<file path="src/rtl/fifo_flag_gen.sv">
// Flag generator for one side of an asynchronous FIFO: it exports this side's Gray pointer,
// synchronizes the opposite side's Gray pointer and derives the empty/full, almost, level and error outputs.
module fifo_flag_gen #(
  parameter int DEEPWID = 3,
  parameter int MODE    = 0,
  parameter int ALMOST  = 1
) (
  input  logic               clk,
  input  logic               rst_n,
  input  logic [DEEPWID:0]   local_addr,
  input  logic [DEEPWID:0]   remote_gray,
  output logic [DEEPWID:0]   local_gray,
  output logic               fe_flag,
  output logic               almost,
  output logic [DEEPWID:0]   level,
  output logic               err
);

  localparam int AW = DEEPWID + 1;
  localparam bit WRITE_SIDE = (MODE == 1);

  localparam logic [AW-1:0] DEPTH     = AW'(1) << DEEPWID;
  localparam logic [AW-1:0] FULL_THR  = AW'((2 ** DEEPWID) - ALMOST);
  localparam logic [AW-1:0] EMPTY_THR = AW'(ALMOST);
  // A full FIFO's pointers differ only in the top two Gray bits.
  localparam logic [AW-1:0] CMP_MASK  = WRITE_SIDE ? (AW'(3) << (DEEPWID - 1)) : '0;

  logic [AW-1:0] sync1;
  logic [AW-1:0] sync2;
  logic [AW-1:0] remote_bin;
  logic [AW-1:0] local_gray_now;
  logic [AW-1:0] level_ahead;

  function automatic logic [AW-1:0] bin2gray(input logic [AW-1:0] b);
    return b ^ (b >> 1);
  endfunction

  function automatic logic [AW-1:0] gray2bin(input logic [AW-1:0] g);
    logic [AW-1:0] b;
    for (int i = 0; i < AW; i++) begin
      b[i] = ^(g >> i);
    end
    return b;
  endfunction

  // Occupancy is always "write pointer minus read pointer", modulo 2^AW.
  function automatic logic [AW-1:0] occupancy(input logic [AW-1:0] loc,
                                              input logic [AW-1:0] rem);
    return WRITE_SIDE ? (loc - rem) : (rem - loc);
  endfunction

  always_ff @(posedge clk or negedge rst_n) begin
    if (!rst_n) begin
      local_gray <= '0;
    end else begin
      local_gray <= bin2gray(local_addr);
    end
  end

  always_ff @(posedge clk or negedge rst_n) begin
    if (!rst_n) begin
      sync1 <= '0;
      sync2 <= '0;
    end else begin
      sync1 <= remote_gray;
      sync2 <= sync1;
    end
  end

  assign remote_bin     = gray2bin(sync2);
  assign local_gray_now = bin2gray(local_addr);
  assign level          = occupancy(local_addr, remote_bin);

  assign fe_flag = (local_gray_now == (sync2 ^ CMP_MASK));
  assign almost  = WRITE_SIDE ? (level >= FULL_THR) : (level <= EMPTY_THR);

  // sync1 carries a single-bit Gray step, so it resolves to either the old or the new
  // pointer; looking at it lets err rise on the same edge an impossible level appears.
  assign level_ahead = occupancy(local_addr, gray2bin(sync1));

  always_ff @(posedge clk or negedge rst_n) begin
    if (!rst_n) begin
      err <= 1'b0;
    end else begin
      err <= err | (level > DEPTH) | (level_ahead > DEPTH);
    end
  end

endmodule

</file>
<file path="config.mk">
export PLATFORM = sky130hd
export DESIGN_NAME = fifo_flag_gen
export DESIGN_NICKNAME = d
export VERILOG_FILES = /design/src/rtl/fifo_flag_gen.sv
export SDC_FILE = /design/constraint.sdc
export NUM_CORES = 1
export LEC_CHECK = 0
export ABC_CLOCK_PERIOD_IN_PS = 2700
export CAP_MARGIN = 5
export CORE_MARGIN = 5
export CORE_UTILIZATION = 40
export CTS_BUF_LIST = sky130_fd_sc_hd__clkbuf_4
export DETAILED_ROUTE_END_ITERATION = 7
export GPL_TIMING_DRIVEN = 0
export PLACE_DENSITY = 0.78
export SYNTH_ARGS = -nofsm -noshare
export SYNTH_HDL_FRONTEND = slang
export SYNTH_SLANG_ARGS = --single-unit
</file>
<file path="constraint.sdc">
create_clock -name clk -period 2.7 [get_ports clk]
set_clock_uncertainty 0.05 [all_clocks]
set_input_delay 0.27 -clock clk [delete_from_list [all_inputs] [get_ports clk]]
set_output_delay 0.27 -clock clk [all_outputs]
set_load 0.02 [all_outputs]
</file>
# Yosys cells after proc, flatten, opt, wreduce, memory -nomap -nowiden
# Cells that the tools add are included.
# classes
addsub,2
reduce_logical,8
eq_ne,1
order_cmp,3
bitwise_logic,3
# op_table
cell,count
parity 4 bit,8
"> comparator 4 bit, second input constant",2
subtractor 4 bit,2
equality test 4 bit,1
"<= comparator 4 x 1 -> 1 bit, second input constant",1
bitwise XOR 4 x 3 -> 4 bit,1
bitwise OR 1 bit,2
# totals
inputBits,10
output_inout_bits,11
regBits,13
elab_cells,21

# Longest topological paths before layout
# Gate-level depths: netlist of run 1.
# logic_depth
depth_word,5
depth_mapped,9
ltp_nobuf,9

# Least setup slack after synthesis of run 1
# Ideal clock, no wire load.
# synth_path
kind,reg2out
start,register sync2[3]
end,output port almost
required_ns,2.380
t_arrival_ns,2.389
path_buffers,0
slack_ns,-0.009
path_stages_with_launch,9
cell_sequence,dfrtp_1 -> xor2_1 -> xnor2_1 -> xor2_1 -> ha_1 -> nor2b_1 -> a221oi_1 -> xnor2_1 -> nor3_1
# synth_via
elab_chain_len,3
elab_cells_between_ends,6
classes_between,add/sub (1); order compare (1); reduce/logical (4)
# synth_rtl
element,line_no,text
start: declaration,29,logic [AW-1:0] sync2;
start signal: assignment,66,sync2 <= sync1;
parity 4 bit,41,b[i] = ^(g >> i);
subtractor 4 bit (*),49,return WRITE_SIDE ? (loc - rem) : (rem - loc);
via level[3],15,"output logic [DEEPWID:0] level,"
<= comparator 4 x 1 -> 1 bit (*),75,assign almost = WRITE_SIDE ? (level >= FULL_THR) : (level <= EMPTY_THR);
end: declaration,14,"output logic almost,"
# The timed path passes the listed nets; every way through them passes the cells marked *.

# Final worst setup path of run 1
# layout_path
start,register sync2[3]
end,output port almost
# layout_via
elab_chain_len,3
elab_cells_between_ends,6
classes_between,add/sub (1); order compare (1); reduce/logical (4)
# layout_rtl
element,line_no
parity 4 bit,41
subtractor 4 bit (*),49
<= comparator 4 x 1 -> 1 bit (*),75
# Mark *: on every way between the ends. The rest lies on a longest branch, timed or not.

==> flow_summary_export.csv, run 1 <==
group,metric,value,unit
placed_design,placed_area,992,um2
setup_path,cp.depth,8,
sta,setup_viol,0,
job,maxCapViolations,0,
floorplan,die_width,53.8,um
setup_path,timing.critical_path.cells,"xor2_2 > xnor2_2 > xor2_1 > ha_2 > fa_1 > inv_1 > nor3_2 > buf_4",
sta,timing.fmax,0.382,GHz
placed_design,dp.cells,111,
setup_path,cp_top_family,"adder cells",
clock_network,cts_tree,"done",
synthesis,yosys_warnings,0,
setup_path,cp_max_fo,3,
drt,drt-initial-drc-count,4,
synthesis,synth_area_per_cell,11.4,um2
global_routing,grt_max_degree,14,
sta,rsz0062_at_grt,"yes",
floorplan,pin_count,21,
floorplan,core_area,0.00176,mm2
setup_path,r2r_start,"sync2[3]$_DFF_PN0_",
drt,drt_pass1_iterations,3,
power_and_ir_drop,peakVddDrop,0.400,mV
placed_design,gp_congestion,0.757,
clock_network,clock_latency,0.27,ns
global_routing,antenna_found_initial,0,
setup_path,worstSetupPathType,"reg -> out",
drt,met2_length,809,um
setup_path,crit_required,2.38,ns
drt,via_count,587,
clock_network,cts_buffer_depth,2,
setup_path,cp.arrival,2.30,ns
floorplan,dieArea,0.00289,mm2
synthesis,synth.distinct_cells,23,
drt,postRouteAntennaNets,0,
drt,highest_layer,"met4",
clock_network,root_buffer,"clkbuf_4",
power_and_ir_drop,p_per_area,560,mW/mm2
sta,period_needed,2.62,ns
setup_path,r2r_cells,13,
final_layout,layout-drive-gt1-share,26.5,%
final_layout,final_nets,117,
setup_path,endpoint,"almost",
placed_design,port_buffers,19,
global_routing,grt_pass1_wl,2500,um
sta,relSlewSlack,64.0,%
setup_path,r2r_slack,0.09,ns
clock_network,cts.reportedPaths.clkPinSlew,0.07,ns
synthesis,yosys.area.top_type,"dfrtp_1",
hold_path,hold_path_class,"in -> async",
drt,met1Wirelength,562,um
setup_path,max_stage_delay,0.50,ns
clock_network,htree_num_levels,1,
final_layout,antennaDiodeCount,0,
drt,wl_met3,80,um
setup_path,slowest_stage,"fa_1",
synthesis,yosysTopAreaCellShare,42.5,%
setup_path,startpoint,"sync2[3]$_DFF_PN0_",
global_routing,track_usage,12.5,%
setup_path,r2r_end,"err$_DFF_PN0_",
outcome,outcome,"completed",
placed_design,hpwl,1160,um
final_layout,stdcell_area,0.00110,mm2
synthesis,synth_area_leaders,"dfrtp_1 42%, xor2_1 13%, ha_1 9.8%, fa_1 5.2%, xnor2_1 4.6%",
floorplan,fp.dieH,53.8,um
synthesis,syn_nets,85,
global_routing,grt_overflow,0,
sta,tightest_slew,0.538,ns
clock_network,cts_made_buffers,3,
synthesis,synthCells,67,
final_layout,area.growth.synth_to_final,44.1,%
synthesis,syn_area,766,um2
floorplan,initial_core_util,43.4,%
floorplan,fp-row-count,15,
setup_path,cp-end-kind,"primary output",
synthesis,yosysSeqAreaShare,42.5,%
drt,wl_per_cell,12.3,um
final_layout,fin_cells,123,
drt,vias_per_cell,4.77,
sta,slew_viol_final,0,
sta,post-route-period-util,97.0,%
drt,drc,0,
clock_network,cts.sinks,13,
setup_path,cp_num_buf_inv,2,
drt,wirelength,1510,um
global_routing,grt_pass1_vias,619,
setup_path,cp-start-kind,"flip-flop",
clock_network,hold_buffers,0,
synthesis,ys_ff_latch,13,
power_and_ir_drop,p_leak,0.519,nW
sta,hold_violations,0,
Yosys cell counts (all sizes together):
cell / number
a221oi: 1
o211ai: 1
nor3: 2
and3: 1
clkbuf: 1
nor2b: 2
mux2i: 2
ha: 6
dfrtp: 13
buf: 1
inv: 7
nand2b: 2
nand3: 3
xnor2: 5
a21bo: 1
a21oi: 1
a41oi: 1
or4: 1
xor2: 11
nor2: 2
o21ai: 1
fa: 2
placed cells by master (no fill, tap or decap), types with 3 or more instances in the layout:
cell type / count
xnor2_2: 3
clkbuf_4: 4
xor2_1: 10
ha_1: 5
buf_4: 10
nand3_1: 3
dfrtp_1: 11
clkdlybuf4s50_1: 14
inv_1: 7
cells by family after synthesis:
kind of cell,count (synthesis),synth area share (%)
AND/OR/NAND/NOR,13,9.31
AO/OA/AOI/OAI,6,5.88
flip-flops,13,42.5
buffers and inverters,9,5.39
multiplexers,2,2.61
XOR/XNOR,16,19.3
adder cells (fa/ha/maj),8,15.0
power by group:
part | leakage (nW) | switching (mW) | internal, mW | total [mW]
clock network | 0.0184 | 0.0568 | 0.0672 | 0.124
registers | 0.147 | 0.00738 | 0.206 | 0.214
logic | 0.354 | 0.137 | 0.143 | 0.280
metrics by stage:
stage | setup TNS [ns] | hold WS [ns] | worst slack (ns) | util (%) | total power [mW]
2_1_floorplan | 0 | -0.0756 | 0.151 | - | 0.359
3_3_place_gp | -0.755 | 0.330 | -0.294 | 56.2 | 0.446
3_5_place_dp | -0.911 | 0.331 | -0.336 | 56.2 | 0.454
4_1_cts | 0 | 0.313 | 0.0102 | 62.3 | 0.621
5_1_grt | -0.0791 | 0.337 | -0.0791 | 62.6 | 0.661
6_report | 0 | 0.301 | 0.0807 | 62.6 | 0.618
worst reg2reg max path, delay by kind of cell, from the launching register on:
kind | cells | cell delay [ns]
xor gates and xnor gates | 4 | 0.70
AOI/OAI and AO/OA | 1 | 0.21
and+or+nand+nor | 1 | 0.07
adders and majority gates | 2 | 0.57
DFF | 1 | 0.43
buffers and inverters | 5 | 0.49
state kept, by name, summed over array words and instances (netlist names):
signal      flops
err             1
local_gray      4
sync1           4
sync2           4
what timing repair did:
action / in CTS / in global routing
pin swaps: 3 / 2
gates resized for setup: 19 / 7
buffers inserted: 8 / 0
endpoints found under the setup margin: 4 / 6
worst min-delay path by stage:
stage                                   end  slack [ns]
floorplan                     err$_DFF_PN0_       -0.08
global placement         sync2[2]$_DFF_PN0_        0.33
detailed placement       sync2[0]$_DFF_PN0_        0.33
CTS                 local_gray[2]$_DFF_PN0_        0.31
global route             sync1[2]$_DFF_PN0_        0.34
finish              local_gray[3]$_DFF_PN0_        0.30
area by class of cell:
| class | instances | area [um2] |
|---|---|---|
| Inverter | 7 | 26.3 |
| Buffer | 2 | 15.0 |
| Timing Repair Buffer | 27 | 238 |
| Fill cell | 155 | 661 |
| Tap cell | 25 | 31.3 |
| Multi-Input combinational cell | 45 | 435 |
| Clock buffer | 4 | 30.0 |
| Sequential cell | 13 | 328 |
metal layers:
metal | global-route usage, % | vias to the layer above
li1 | - | 285
met3 | 3.32 | 6
met1 | 12.4 | 280
met4 | 7.66 | 0
met5 | 0 | -
met2 | 23.0 | 16
Note: power is estimated with default switching activity, not from simulation.
==> run 2, diff against run 1 <==
Settings changed: CORE_MARGIN 5 to unset.
==> run 2 against run 1 <==
Compared with the run above: flip-flop and latch count unchanged; largest cell class unchanged; sequential power about the same; first-iteration DRC count decreased by 50%; fmax decreased by 2.3%; die area decreased by 28%; sequential share of layout area decreased by 1.1 points; count of clock-buffer cells in the layout unchanged; register-to-register slack improved by 0.12 ns; design area increased by 4.0%; via count decreased by 3.7%; critical path depth increased by 1; global-route usage increased by 2.6 points.
==> flow_summary_export.csv, run 2 (synthesis gave the netlist of run 1 again) <==
group,metric,value,unit
drt,vias_per_cell,4.63,
floorplan,die_width,45.8,um
setup_path,startpoint,"sync2[2]$_DFF_PN0_",
placed_design,gp_congestion,0.754,
clock_network,cts_made_buffers,3,
final_layout,antennaDiodeCount,0,
setup_path,worstSetupPathType,"reg -> out",
setup_path,cp-start-kind,"flip-flop",
power_and_ir_drop,p_per_area,541,mW/mm2
drt,via_count,565,
job,maxCapViolations,0,
floorplan,pin_count,21,
global_routing,grt_overflow,0,
sta,setup_viol,0,
setup_path,timing.critical_path.cells,"xor2_4 > xnor2_2 > xor2_1 > ha_2 > fa_2 > xor2_2 > inv_1 > nor3_2 > buf_4",
global_routing,grt_pass1_vias,538,
final_layout,most-common-layout-cells,"14 x clkdlybuf4s50_1, 11 x dfrtp_1, 9 x xor2_1",
sta,hold_violations,0,
global_routing,track_usage,15.2,%
final_layout,largestRegisters,"local_gray (4), sync1 (4), sync2 (4)",
final_layout,nFillCells,152,
power_and_ir_drop,peakVddDrop,0.431,mV
setup_path,slowest_stage,"dfrtp_2",
setup_path,cp-end-kind,"primary output",
sta,fin_ws,0.0186,ns
power_and_ir_drop,power.total,0.620,mW
placed_design,port_buffers,19,
final_layout,layout_commonest_cell,"clkdlybuf4s50_1",
setup_path,r2r_start,"sync1[3]$_DFF_PN0_",
clock_network,clock_latency,0.26,ns
setup_path,cp_max_fo,2,
clock_network,cts_buffer_depth,2,
clock_network,root_buffer,"clkbuf_4",
setup_path,cp_top_family,"XOR/XNOR gates",
sta,post-route-period-util,99.3,%
setup_path,cp.arrival,2.36,ns
setup_path,max_stage_delay,0.45,ns
sta,timing.fmax,0.373,GHz
placed_design,hpwl,1070,um
final_layout,final_nets,116,
hold_path,hold_path_class,"in -> async",
floorplan,core_area,0.00176,mm2
power_and_ir_drop,p_leak,0.517,nW
sta,relSlewSlack,62.0,%
drt,drt-initial-drc-count,2,
outcome,outcome,"completed",
global_routing,antenna_found_initial,0,
final_layout,area.growth.synth_to_final,49.8,%
floorplan,initial_core_util,43.4,%
global_routing,grt_max_degree,14,
final_layout,layout-drive-gt1-share,29.9,%
drt,drt_pass1_iterations,3,
setup_path,crit_required,2.38,ns
floorplan,dieArea,0.00209,mm2
sta,rsz0062_at_grt,"yes",
clock_network,cts.reportedPaths.clkPinSlew,0.07,ns
drt,postRouteAntennaNets,0,
global_routing,grt_pass1_wl,2190,um
drt,drc,0,
clock_network,cts.sinks,13,
drt,wl_per_cell,12.4,um
placed_design,place_ws,-0.351,ns
setup_path,cp_num_buf_inv,2,
clock_network,cts_tree,"done",
floorplan,fp.dieH,45.8,um
floorplan,fp-row-count,15,
sta,fin_tns_setup,0,ns
sta,tightest_slew,0.568,ns
sta,slew_viol_final,0,
drt,wirelength,1510,um
sta,period_needed,2.68,ns
clock_network,htree_num_levels,1,
## run 2: area by class of cell
class                      count  area [um2]  share of cell area, %
sequential                    13         328                   28.6
timing repair buffer          26         234                   20.4
multi-input combinational     45         483                   42.1
buffer                         2        15.0                   1.31
tap                           25        31.3                   2.73
inverter                       7        26.3                   2.29
clock buffer                   4        30.0                   2.62
## run 2: final timing paths
path | to | slack, ns | cells after the start
hold reg to reg | sync2[2]$_DFF_PN0_ | 0.35 | 0
setup reg to reg | err$_DFF_PN0_ | 0.21 | 9
min in group clk | local_gray[2]$_DFF_PN0_ | 0.32 | 2
max in group asynchronous | sync2[3]$_DFF_PN0_ | 1.88 | 1
hold / removal | sync1[0]$_DFF_PN0_ | 0.32 | 1
setup / recovery | almost | 0.02 | 9
## run 2: stage by stage
stage | hold slack, ns | util, % | area (um2) | instances
2_1_floorplan | -0.0756 | - | 771 | 67
3_3_place_gp | 0.331 | 56.2 | 992 | 111
3_5_place_dp | 0.331 | 56.2 | 992 | 111
4_1_cts | 0.316 | 60.5 | 1070 | 118
6_report | 0.317 | 65.0 | 1150 | 122
5_1_grt | 0.346 | 65.0 | 1150 | 122
## run 2: what timing repair did
action | CTS | global route
setup endpoints to repair | 4 | 5
hold buffers | 0 | 0
resized for setup | 18 | 12
cloned | 0 | 0
pin swaps | 3 | 6
endpoints found under the hold margin | 0 | 0
setup buffers | 3 | 4
## run 2: routing by layer
layer  track usage (%)  up-vias  wire [um]
li1                  -      279          -
met1              19.6      271        647
met2              24.9       13        814
met3              1.19        2         40
met4              8.82        0         10
met5                 0        -          0
## run 2: power by group
group	leakage, nW	internal (mW)	switching (mW)	total (mW)
Combinational	0.352	0.139	0.143	0.283
Clock	0.0184	0.0671	0.0558	0.123
Sequential	0.147	0.206	0.00855	0.215
## run 2: worst reg2reg max path, delay by kind of cell, from the launching register on
kind / cells / cell delay (ns)
flip-flops: 1 / 0.43
XOR/XNOR: 4 / 0.81
AO/OA/AOI/OAI: 2 / 0.38
adder cells (fa/ha/maj): 2 / 0.61
AND/OR/NAND/NOR: 1 / 0.09
==> run 3, diff against run 2 <==
Settings changed: CORE_MARGIN set to 2.
==> run 3 against run 2 <==
Compared with the run above: register-to-register slack got worse by 0.18 ns; cell count increased by 2.5%; fmax about the same; count of clock-buffer cells in the layout unchanged; combinational power increased by 2%; design area decreased by 1.1%; die area increased by 8.9%; critical path type unchanged; largest cell class unchanged; highest routed layer unchanged.
==> flow_summary_export.csv, run 3 (synthesis gave the netlist of run 1 again) <==
group,metric,value,unit
floorplan,core_area,0.00176,mm2
sta,timing.fmax,0.373,GHz
outcome,outcome,"completed",
placed_design,placed_area,992,um2
clock_network,cts.reportedPaths.clkPinSlew,0.07,ns
clock_network,root_buffer,"clkbuf_4",
final_layout,largestRegisters,"local_gray (4), sync1 (4), sync2 (4)",
hold_path,hold_path_class,"in -> async",
power_and_ir_drop,peakVddDrop,0.427,mV
clock_network,clock_latency,0.27,ns
placed_design,port_buffers,19,
placed_design,hpwl,1060,um
final_layout,fin_util,64.3,%
setup_path,r2r_start,"sync2[2]$_DFF_PN0_",
final_layout,stdcell_area,0.00113,mm2
placed_design,gp_congestion,0.757,
setup_path,cp.arrival,2.36,ns
power_and_ir_drop,p_per_area,556,mW/mm2
setup_path,startpoint,"sync2[2]$_DFF_PN0_",
sta,rsz0062_at_grt,"yes",
setup_path,cp-end-kind,"primary output",
final_layout,layout_commonest_cell,"clkdlybuf4s50_1",
setup_path,cp_top_family,"XOR/XNOR gates",
final_layout,most-common-layout-cells,"14 x clkdlybuf4s50_1, 12 x buf_4, 11 x dfrtp_1",
drt,postRouteAntennaNets,0,
sta,post-route-period-util,99.3,%
final_layout,area.growth.synth_to_final,48.2,%
global_routing,antenna_found_initial,0,
power_and_ir_drop,power.total,0.631,mW
sta,relSlewSlack,63.2,%
setup_path,max_stage_delay,0.45,ns
global_routing,track_usage,16.4,%
final_layout,final_nets,119,
floorplan,pin_count,21,
sta,tightest_slew,0.550,ns
drt,wl_per_cell,11.9,um
floorplan,die_width,47.8,um
power_and_ir_drop,p_leak,0.534,nW
clock_network,cts_tree,"done",
drt,drt_pass1_iterations,4,
floorplan,initial_core_util,43.4,%
drt,via_count,572,
global_routing,grt_pass1_vias,566,
drt,wirelength,1480,um
floorplan,fp.dieH,47.8,um
setup_path,timing.critical_path.cells,"xor2_4 > xnor2_2 > xor2_1 > ha_1 > fa_1 > xor2_2 > inv_1 > nor3_2 > buf_4",
floorplan,fp-row-count,15,
clock_network,hold_buffers,0,
setup_path,crit_required,2.38,ns
drt,vias_per_cell,4.58,
setup_path,slowest_stage,"dfrtp_2",
setup_path,worstSetupPathType,"reg -> out",
global_routing,grt_overflow,0,
clock_network,cts_made_buffers,3,
final_layout,layout-drive-gt1-share,28.0,%
clock_network,cts.sinks,13,
sta,period_needed,2.68,ns
setup_path,cp_num_buf_inv,2,
sta,setup_viol,0,
setup_path,cp_max_fo,3,
global_routing,grt_pass1_wl,2510,um
drt,drt-initial-drc-count,10,
sta,slew_viol_final,0,
final_layout,antennaDiodeCount,0,
job,maxCapViolations,0,
clock_network,cts_buffer_depth,2,
drt,drc,0,
floorplan,dieArea,0.00228,mm2
global_routing,grt_max_degree,14,
clock_network,htree_num_levels,1,
sta,hold_violations,0,
setup_path,cp-start-kind,"flip-flop",
run 3: what timing repair did:
action	4_1_cts	5_1_grt
setup endpoints to repair	4	6
cloned	0	0
buffers inserted	8	2
gates resized for setup	16	11
pin swaps	3	3
run 3: cell type report:
| cell class | count | area (um2) |
|---|---|---|
| inverter | 7 | 26.3 |
| tap | 25 | 31.3 |
| clock buffer | 4 | 30.0 |
| timing repair buffer | 29 | 253 |
| fill | 153 | 629 |
| multi-input combinational | 45 | 452 |
| buffer | 2 | 15.0 |
| sequential | 13 | 328 |
run 3: final timing paths:
kind	end	slack [ns]	cells past startpoint
max	almost	0.02	9
min	sync1[2]$_DFF_PN0_	0.30	1
max reg2reg	err$_DFF_PN0_	0.03	13
min reg2reg	sync2[1]$_DFF_PN0_	0.34	0
max in group asynchronous	sync2[2]$_DFF_PN0_	1.91	1
min in group clk	local_gray[2]$_DFF_PN0_	0.32	2
run 3: where the power goes:
| group | switching [mW] | internal [mW] |
|---|---|---|
| registers | 0.00780 | 0.206 |
| clock network | 0.0596 | 0.0673 |
| logic | 0.142 | 0.148 |
run 3: through the flow:
| step | hold WS [ns] | setup TNS [ns] | std cells | setup slack [ns] |
|---|---|---|---|---|
| final | 0.300 | 0 | 125 | 0.0181 |
| after global routing | 0.336 | -0.164 | 125 | -0.0841 |
| after CTS | 0.298 | 0 | 123 | 0.00195 |
| after detailed placement | 0.329 | -0.940 | 111 | -0.329 |
| after global placement | 0.330 | -0.791 | 111 | -0.312 |
| after floorplan | -0.0756 | 0 | 67 | 0.151 |
run 3: worst reg2reg max path, cell delays in order (launching register included):
cell and delay [ns]:
dfrtp_2 0.45, xor2_4 0.20, xnor2_2 0.16, xor2_1 0.15, ha_1 0.22, fa_1 0.41, xor2_2 0.17, buf_4 0.13
buf_4 0.09, buf_4 0.09, buf_4 0.09, buf_4 0.09, nand3_1 0.07, a21bo_1 0.20
run 3: routing by layer:
metal	vias up	track usage (%)	wire length, um
met5	-	0	0
met4	0	9.73	19
met3	2	1.13	62
met2	19	26.7	794
met1	266	21.5	607
li1	285	-	-
==> patch 1 (settings of run 3) <==
Reset style: synchronous (`rst_n`), changed in 3 clocked blocks. Comments in the files are not updated.
--- a/src/rtl/fifo_flag_gen.sv
+++ b/src/rtl/fifo_flag_gen.sv
@@ -51,3 +51,3 @@
 
-  always_ff @(posedge clk or negedge rst_n) begin
+  always_ff @(posedge clk) begin
     if (!rst_n) begin
@@ -59,3 +59,3 @@
 
-  always_ff @(posedge clk or negedge rst_n) begin
+  always_ff @(posedge clk) begin
     if (!rst_n) begin
@@ -80,3 +80,3 @@
 
-  always_ff @(posedge clk or negedge rst_n) begin
+  always_ff @(posedge clk) begin
     if (!rst_n) begin
Function: differs if rst_n is asserted again (counterexample within 4 cycles, from zero or initial values and one cycle with rst_n low); with rst_n held inactive, the same outputs for 10 cycles.
==> patch 1 against run 3 <==
- area after synthesis increased by 0.16%
- setup slack improved by 0.12 ns
- cell area decreased by 7.7%
- power decreased by 12%
- synthesized cell count increased by 12%
- sequential cell count unchanged
- wire length decreased by 4.6%
- largest power group unchanged
- highest routed layer unchanged
==> patch 1: results (changes against run 3) <==
Number of clock buffers inserted by TritonCTS - 3 (unchanged)
Overall fraction of global-route tracks in use - 14.9% (was 16.4%)
Detailed placement HPWL - 1100 µm (was 1060 µm)
Outcome - complete, no violations (unchanged)
Synth warn - 0 (unchanged)
Nets - 120 (was 119)
Root buffer selected by CTS - sky130_fd_sc_hd__clkbuf_4 (unchanged)
Final Wtd Congestion - 0.759 (was 0.757)
Path category of the worst min-delay check - input pin to register (was input pin to async pin)
Largest net degree at the start of global routing - 11 (was 14)
Max Transition Viols Final - 0 (unchanged)
Worst slew slack as a fraction of its limit - 75.6% (was 63.2%)
H-tree lvl count - 1 (unchanged)
CP Max Fanout - 4 (was 3)
Clock transition at path regs - 0.08 ns
Vias per cell - 4.75 (was 4.58)
Antenna violations before repair - 0 (unchanged)
Number of global-route vias before repair - 554 (was 566)
Commonest cells post-synth - sky130_fd_sc_hd__dfxtp_1 (13), sky130_fd_sc_hd__and2_1 (12), sky130_fd_sc_hd__xor2_1 (10) (was sky130_fd_sc_hd__dfrtp_1 (13), sky130_fd_sc_hd__xor2_1 (11), sky130_fd_sc_hd__inv_1 (7))
Antenna cells - 0 (unchanged)
Global-route wire length before repair - 2300 µm (was 2510 µm)
Proportion of layout cells with a drive suffix above 1 - 18.8% (was 28.0%)
Count of mapped cells out of synthesis - 75 (was 67)
Largest registers in the final layout - local_gray: 4 flops, sync1: 4 flops, sync2: 4 flops (unchanged)
Maximum clock insertion buffer count - 2 (unchanged)
Length of the first detailed-routing pass in iterations - 2 (was 4)
Net count after synthesis - 93 (was 85)
Leakage power - 0.461 nW (was 0.534 nW)
Vias after detailed routing - 598 (was 572)
Placed Area - 988 µm² (was 992 µm²)
Count of distinct cell types in the synthesized netlist - 26 (was 23)
Sequential share of the synthesized area - 33.9% (was 42.5%)
Worst-case vdd ir drop - 0.286 mV (was 0.427 mV)
Main synth FF type - sky130_fd_sc_hd__dfxtp_1 (was sky130_fd_sc_hd__dfrtp_1)
Slowest library cell on the worst path - sky130_fd_sc_hd__dfxtp_4 (was sky130_fd_sc_hd__dfrtp_2)
Clock network latency to the later pin of the worst-skew pair - 0.27 ns (about the same)
Setup-failing EPs final - 0 (unchanged)
Critical path's largest stage delay - 0.39 ns (was 0.45 ns)
Number of port buffers - 19 (unchanged)
Share of async-settable or async-resettable flops after synthesis - 0% (was 100%)
WL final - 1420 µm (was 1480 µm)
DRT iter0 DRCs - 6 (was 10)
Largest cells by area after synthesis - sky130_fd_sc_hd__dfxtp_1 (34%), sky130_fd_sc_hd__xor2_1 (11%), sky130_fd_sc_hd__and2_1 (9.8%) (was sky130_fd_sc_hd__dfrtp_1 (42%), sky130_fd_sc_hd__xor2_1 (13%), sky130_fd_sc_hd__ha_1 (9.8%))
## patch 1: cell type report
class / instances / area [µm²]
Buffer: 2 / 15.0
Clock buffer: 3 / 22.5
Clock inverter: 1 / 5.00
Fill cell: 163 / 717
Inverter: 5 / 18.8
Multi-Input combinational cell: 55 / 494
Sequential cell: 13 / 268
Tap cell: 25 / 31.3
Timing Repair Buffer: 22 / 193
## patch 1: cells by family (layout without fill, tap and decap cells)
group / after synthesis / in the layout / share of synthesized area [%]
and+or+nand+nor: 22 / 22 / 17.6
adders and majority gates: 8 / 8 / 15.0
AOI/OAI and AO/OA: 9 / 9 / 8.81
buffers and inverters: 7 / 33 / 4.40
xor gates and xnor gates: 16 / 16 / 20.2
DFF: 13 / 13 / 33.9
## patch 1: timing repair
action,4_1_cts,5_1_grt
setup endpoints to repair,4,3
buffers inserted,1,2
pin swaps,2,3
hold buffers,0,0
resized for setup,15,7
## patch 1: routing by layer
metal	track usage, %	share of wire, %	routed length [µm]
met1	16.0	40	569
met2	26.7	53	744
met3	5.66	5.3	75
met4	4.86	1.8	26
met5	0	0	0
## patch 1: path summary, 6_finish.rpt
check	start	endpoint	slack, ns	depth (start not counted)
min reg2reg	sync1[2]	sync2[2]	0.43	1
max	sync2[3]	almost	0.14	9
min	local_addr[3]	local_gray[3]	0.19	2
max reg2reg	sync1[3]	err	0.26	9
## patch 1: power by group
group | internal [W] | total (W) | switching, W
Combinational | 0.000106 | 0.000220 | 0.000114
Clock | 0.0000549 | 0.000120 | 0.0000649
Sequential | 0.000206 | 0.000216 | 0.0000101
## patch 1: per-stage QoR
| stage | TNS, ns | setup slack, ns |
|---|---|---|
| after floorplan | 0 | 0.0583 |
| after global placement | -0.450 | -0.206 |
| after detailed placement | -0.570 | -0.232 |
| after CTS | 0 | 0.0463 |
| after global routing | -0.0173 | -0.0173 |
| final | 0 | 0.141 |
## patch 1: critical path, delay by kind of cell, from the launching register on
kind          cells  cell delay [ns]
flops             1             0.39
simple gates      1             0.12
xor+xnor          4             0.69
buf+inv           2             0.24
fa+ha+maj         2             0.51
==> patch 2 (config.mk and constraints of run 3) <==
Made on the original files. Change the parameter `DEEPWID` from 3 to 4.
--- a/src/rtl/fifo_flag_gen.sv
+++ b/src/rtl/fifo_flag_gen.sv
@@ -3,3 +3,3 @@
 module fifo_flag_gen #(
-  parameter int DEEPWID = 3,
+  parameter int DEEPWID = 4,
   parameter int MODE    = 0,
Ports: changed (resized level, local_addr, local_gray and remote_gray); port bits go from 21 to 25. The function was not compared with the original's and may differ.
==> patch 2 against run 3 <==
- wire length is 17% higher
- critical path type unchanged
- setup slack worse by 0.43 ns
- cell area is 21% higher
- the flow now finishes with violations (setup timing)
- synthesized cell count is 15% higher
- power is 31% higher
- die area is 18% higher
- first-iteration DRC count is 100% lower
- sequential cell count is 3 higher
- area after synthesis is 20% higher
==> patch 2: results (changes against run 3) <==
Outcome - finished, violations left (was complete, no violations)
Failing checks - setup timing
Length of the first detailed-routing pass in iterations - 1 (was 4)
Leakage power - 0.632 nW (was 0.534 nW)
Number of port buffers - 24 (was 19)
Placed cells - 129 (was 111)
Detailed placement HPWL - 1350 µm (was 1060 µm)
FF/Latch Area - 400 µm² (was 328 µm²)
Worst slew slack as a fraction of its limit - 55.9% (was 63.2%)
Placed Area - 1220 µm² (was 992 µm²)
Clock transition at path regs - 0.08 ns
Proportion of layout cells with a drive suffix above 1 - 29.8% (was 28.0%)
Setup-failing EPs final - 6 (was 0)
DRT iter0 DRCs - 0 (was 10)
Antenna cells - 0 (unchanged)
Average cell area after synthesis - 11.9 µm² (was 11.4 µm²)
Sum of negative setup slack - -1.61 ns (was 0 ns)
Net count after synthesis - 99 (was 85)
Clock network latency to the later pin of the worst-skew pair - 0.28 ns
Count of distinct cell types in the synthesized netlist - 20 (was 23)
Number of cells on the worst reg-to-reg path - 12 (was 13)
Worst-case vdd ir drop - 0.395 mV (was 0.427 mV)
H-tree lvl count - 1 (unchanged)
CP Max Fanout - 3 (unchanged)
Average wire per cell in the routed design - 12.3 µm (was 11.9 µm)
Final worst-path setup slack - -0.414 ns (was 0.0181 ns)
Worst R2R Start - sync2[3] (was sync2[2])
Root buffer selected by CTS - sky130_fd_sc_hd__clkbuf_4 (unchanged)
FILL cells - 182 (was 153)
Nets - 137 (was 119)
Largest net degree at the start of global routing - 17 (was 14)
Path category of the worst min-delay check - input pin to async pin (unchanged)
WL final - 1740 µm (was 1480 µm)
Largest registers in the final layout - local_gray: 5 flops, sync1: 5 flops, sync2: 5 flops (was local_gray: 4 flops, sync1: 4 flops, sync2: 4 flops)
Largest cells by area after synthesis - sky130_fd_sc_hd__dfrtp_1 (44%), sky130_fd_sc_hd__xor2_1 (16%), sky130_fd_sc_hd__ha_1 (11%) (was sky130_fd_sc_hd__dfrtp_1 (42%), sky130_fd_sc_hd__xor2_1 (13%), sky130_fd_sc_hd__ha_1 (9.8%))
Vias after detailed routing - 678 (was 572)
Sequential share of the synthesized area - 43.7% (was 42.5%)
Overall fraction of global-route tracks in use - 14.7% (was 16.4%)
Final Wtd Congestion - 0.837 (was 0.757)
Commonest cells post-synth - sky130_fd_sc_hd__xor2_1 (17), sky130_fd_sc_hd__dfrtp_1 (16), sky130_fd_sc_hd__inv_1 (11) (was sky130_fd_sc_hd__dfrtp_1 (13), sky130_fd_sc_hd__xor2_1 (11), sky130_fd_sc_hd__inv_1 (7))
Global-route wire length before repair - 2850 µm (was 2510 µm)
Register-to-register setup slack - -0.38 ns (was 0.03 ns)
==> patch 2: logic make-up after synthesis <==
logic type	count (synthesis)	synth area share, %
xor+xnor	24	23.0
simple gates	7	5.60
buf+inv	12	5.05
fa+ha+maj	10	15.3
compound gates	8	7.38
flops	16	43.7
==> patch 2: worst max path at each step <==
stage             end  cells past startpoint  slack (ns)  startpoint
3_5_place_dp   almost                     12       -0.81    sync2[4]
2_1_floorplan     err                      9       -0.29    sync2[4]
3_3_place_gp   almost                     12       -0.76    sync2[4]
5_1_grt        almost                     12       -0.57    sync2[3]
6_report       almost                     12       -0.41    sync2[3]
4_1_cts        almost                     12       -0.39    sync2[4]
==> patch 2: cell type report <==
class | instances | area share [%]
Clock inverter | 1 | 0.274
Timing Repair Buffer | 33 | 22.5
Clock buffer | 3 | 1.65
Multi-Input combinational cell | 49 | 40.3
Tap cell | 28 | 2.56
Inverter | 12 | 3.39
Sequential cell | 16 | 29.3
==> patch 2: worst max-delay path, stage by stage, from the launching register on <==
cell	delay (ns)
sky130_fd_sc_hd__dfrtp_1	0.42
sky130_fd_sc_hd__xor2_2	0.21
sky130_fd_sc_hd__xnor2_2	0.23
sky130_fd_sc_hd__xor2_2	0.20
sky130_fd_sc_hd__xor2_1	0.18
sky130_fd_sc_hd__ha_2	0.22
sky130_fd_sc_hd__fa_2	0.22
sky130_fd_sc_hd__inv_2	0.04
sky130_fd_sc_hd__a21o_1	0.16
sky130_fd_sc_hd__a21oi_2	0.18
sky130_fd_sc_hd__xnor2_2	0.14
sky130_fd_sc_hd__nor4_4	0.14
sky130_fd_sc_hd__buf_4	0.17
==> patch 2: timing repair <==
action                     in CTS  in global routing
pin swaps                      10                  4
setup endpoints to repair       8                  7
cloned                          0                  0
hold buffers                    0                  0
resized for setup              35                  5
buffers inserted                5                  4
==> patch 2: metal layers <==
layer,wire length [µm],GRT usage (%),part of all wire (%),up-vias
met2,861,26.4,49,29
met5,0,0,0,-
met3,142,6.03,8.2,2
li1,-,-,-,327
met4,10,3.95,0.57,0
met1,727,15.8,42,320
==> patch 2: where the power goes <==
part | switching, W | leakage, nW | internal, W
Sequential | 0.00000831 | 0.184 | 0.000254
Combinational | 0.000225 | 0.433 | 0.000217
Clock | 0.0000673 | 0.0154 | 0.0000537
==> patch 2: stage by stage <==
step | hold WS, ns | power, W | setup slack (ns)
after detailed placement | 0.331 | 0.000646 | -0.811
after global routing | 0.346 | 0.000885 | -0.571
final | 0.337 | 0.000826 | -0.414
after CTS | 0.351 | 0.000800 | -0.393
after floorplan | -0.0756 | 0.000510 | -0.287
after global placement | 0.329 | 0.000635 | -0.758
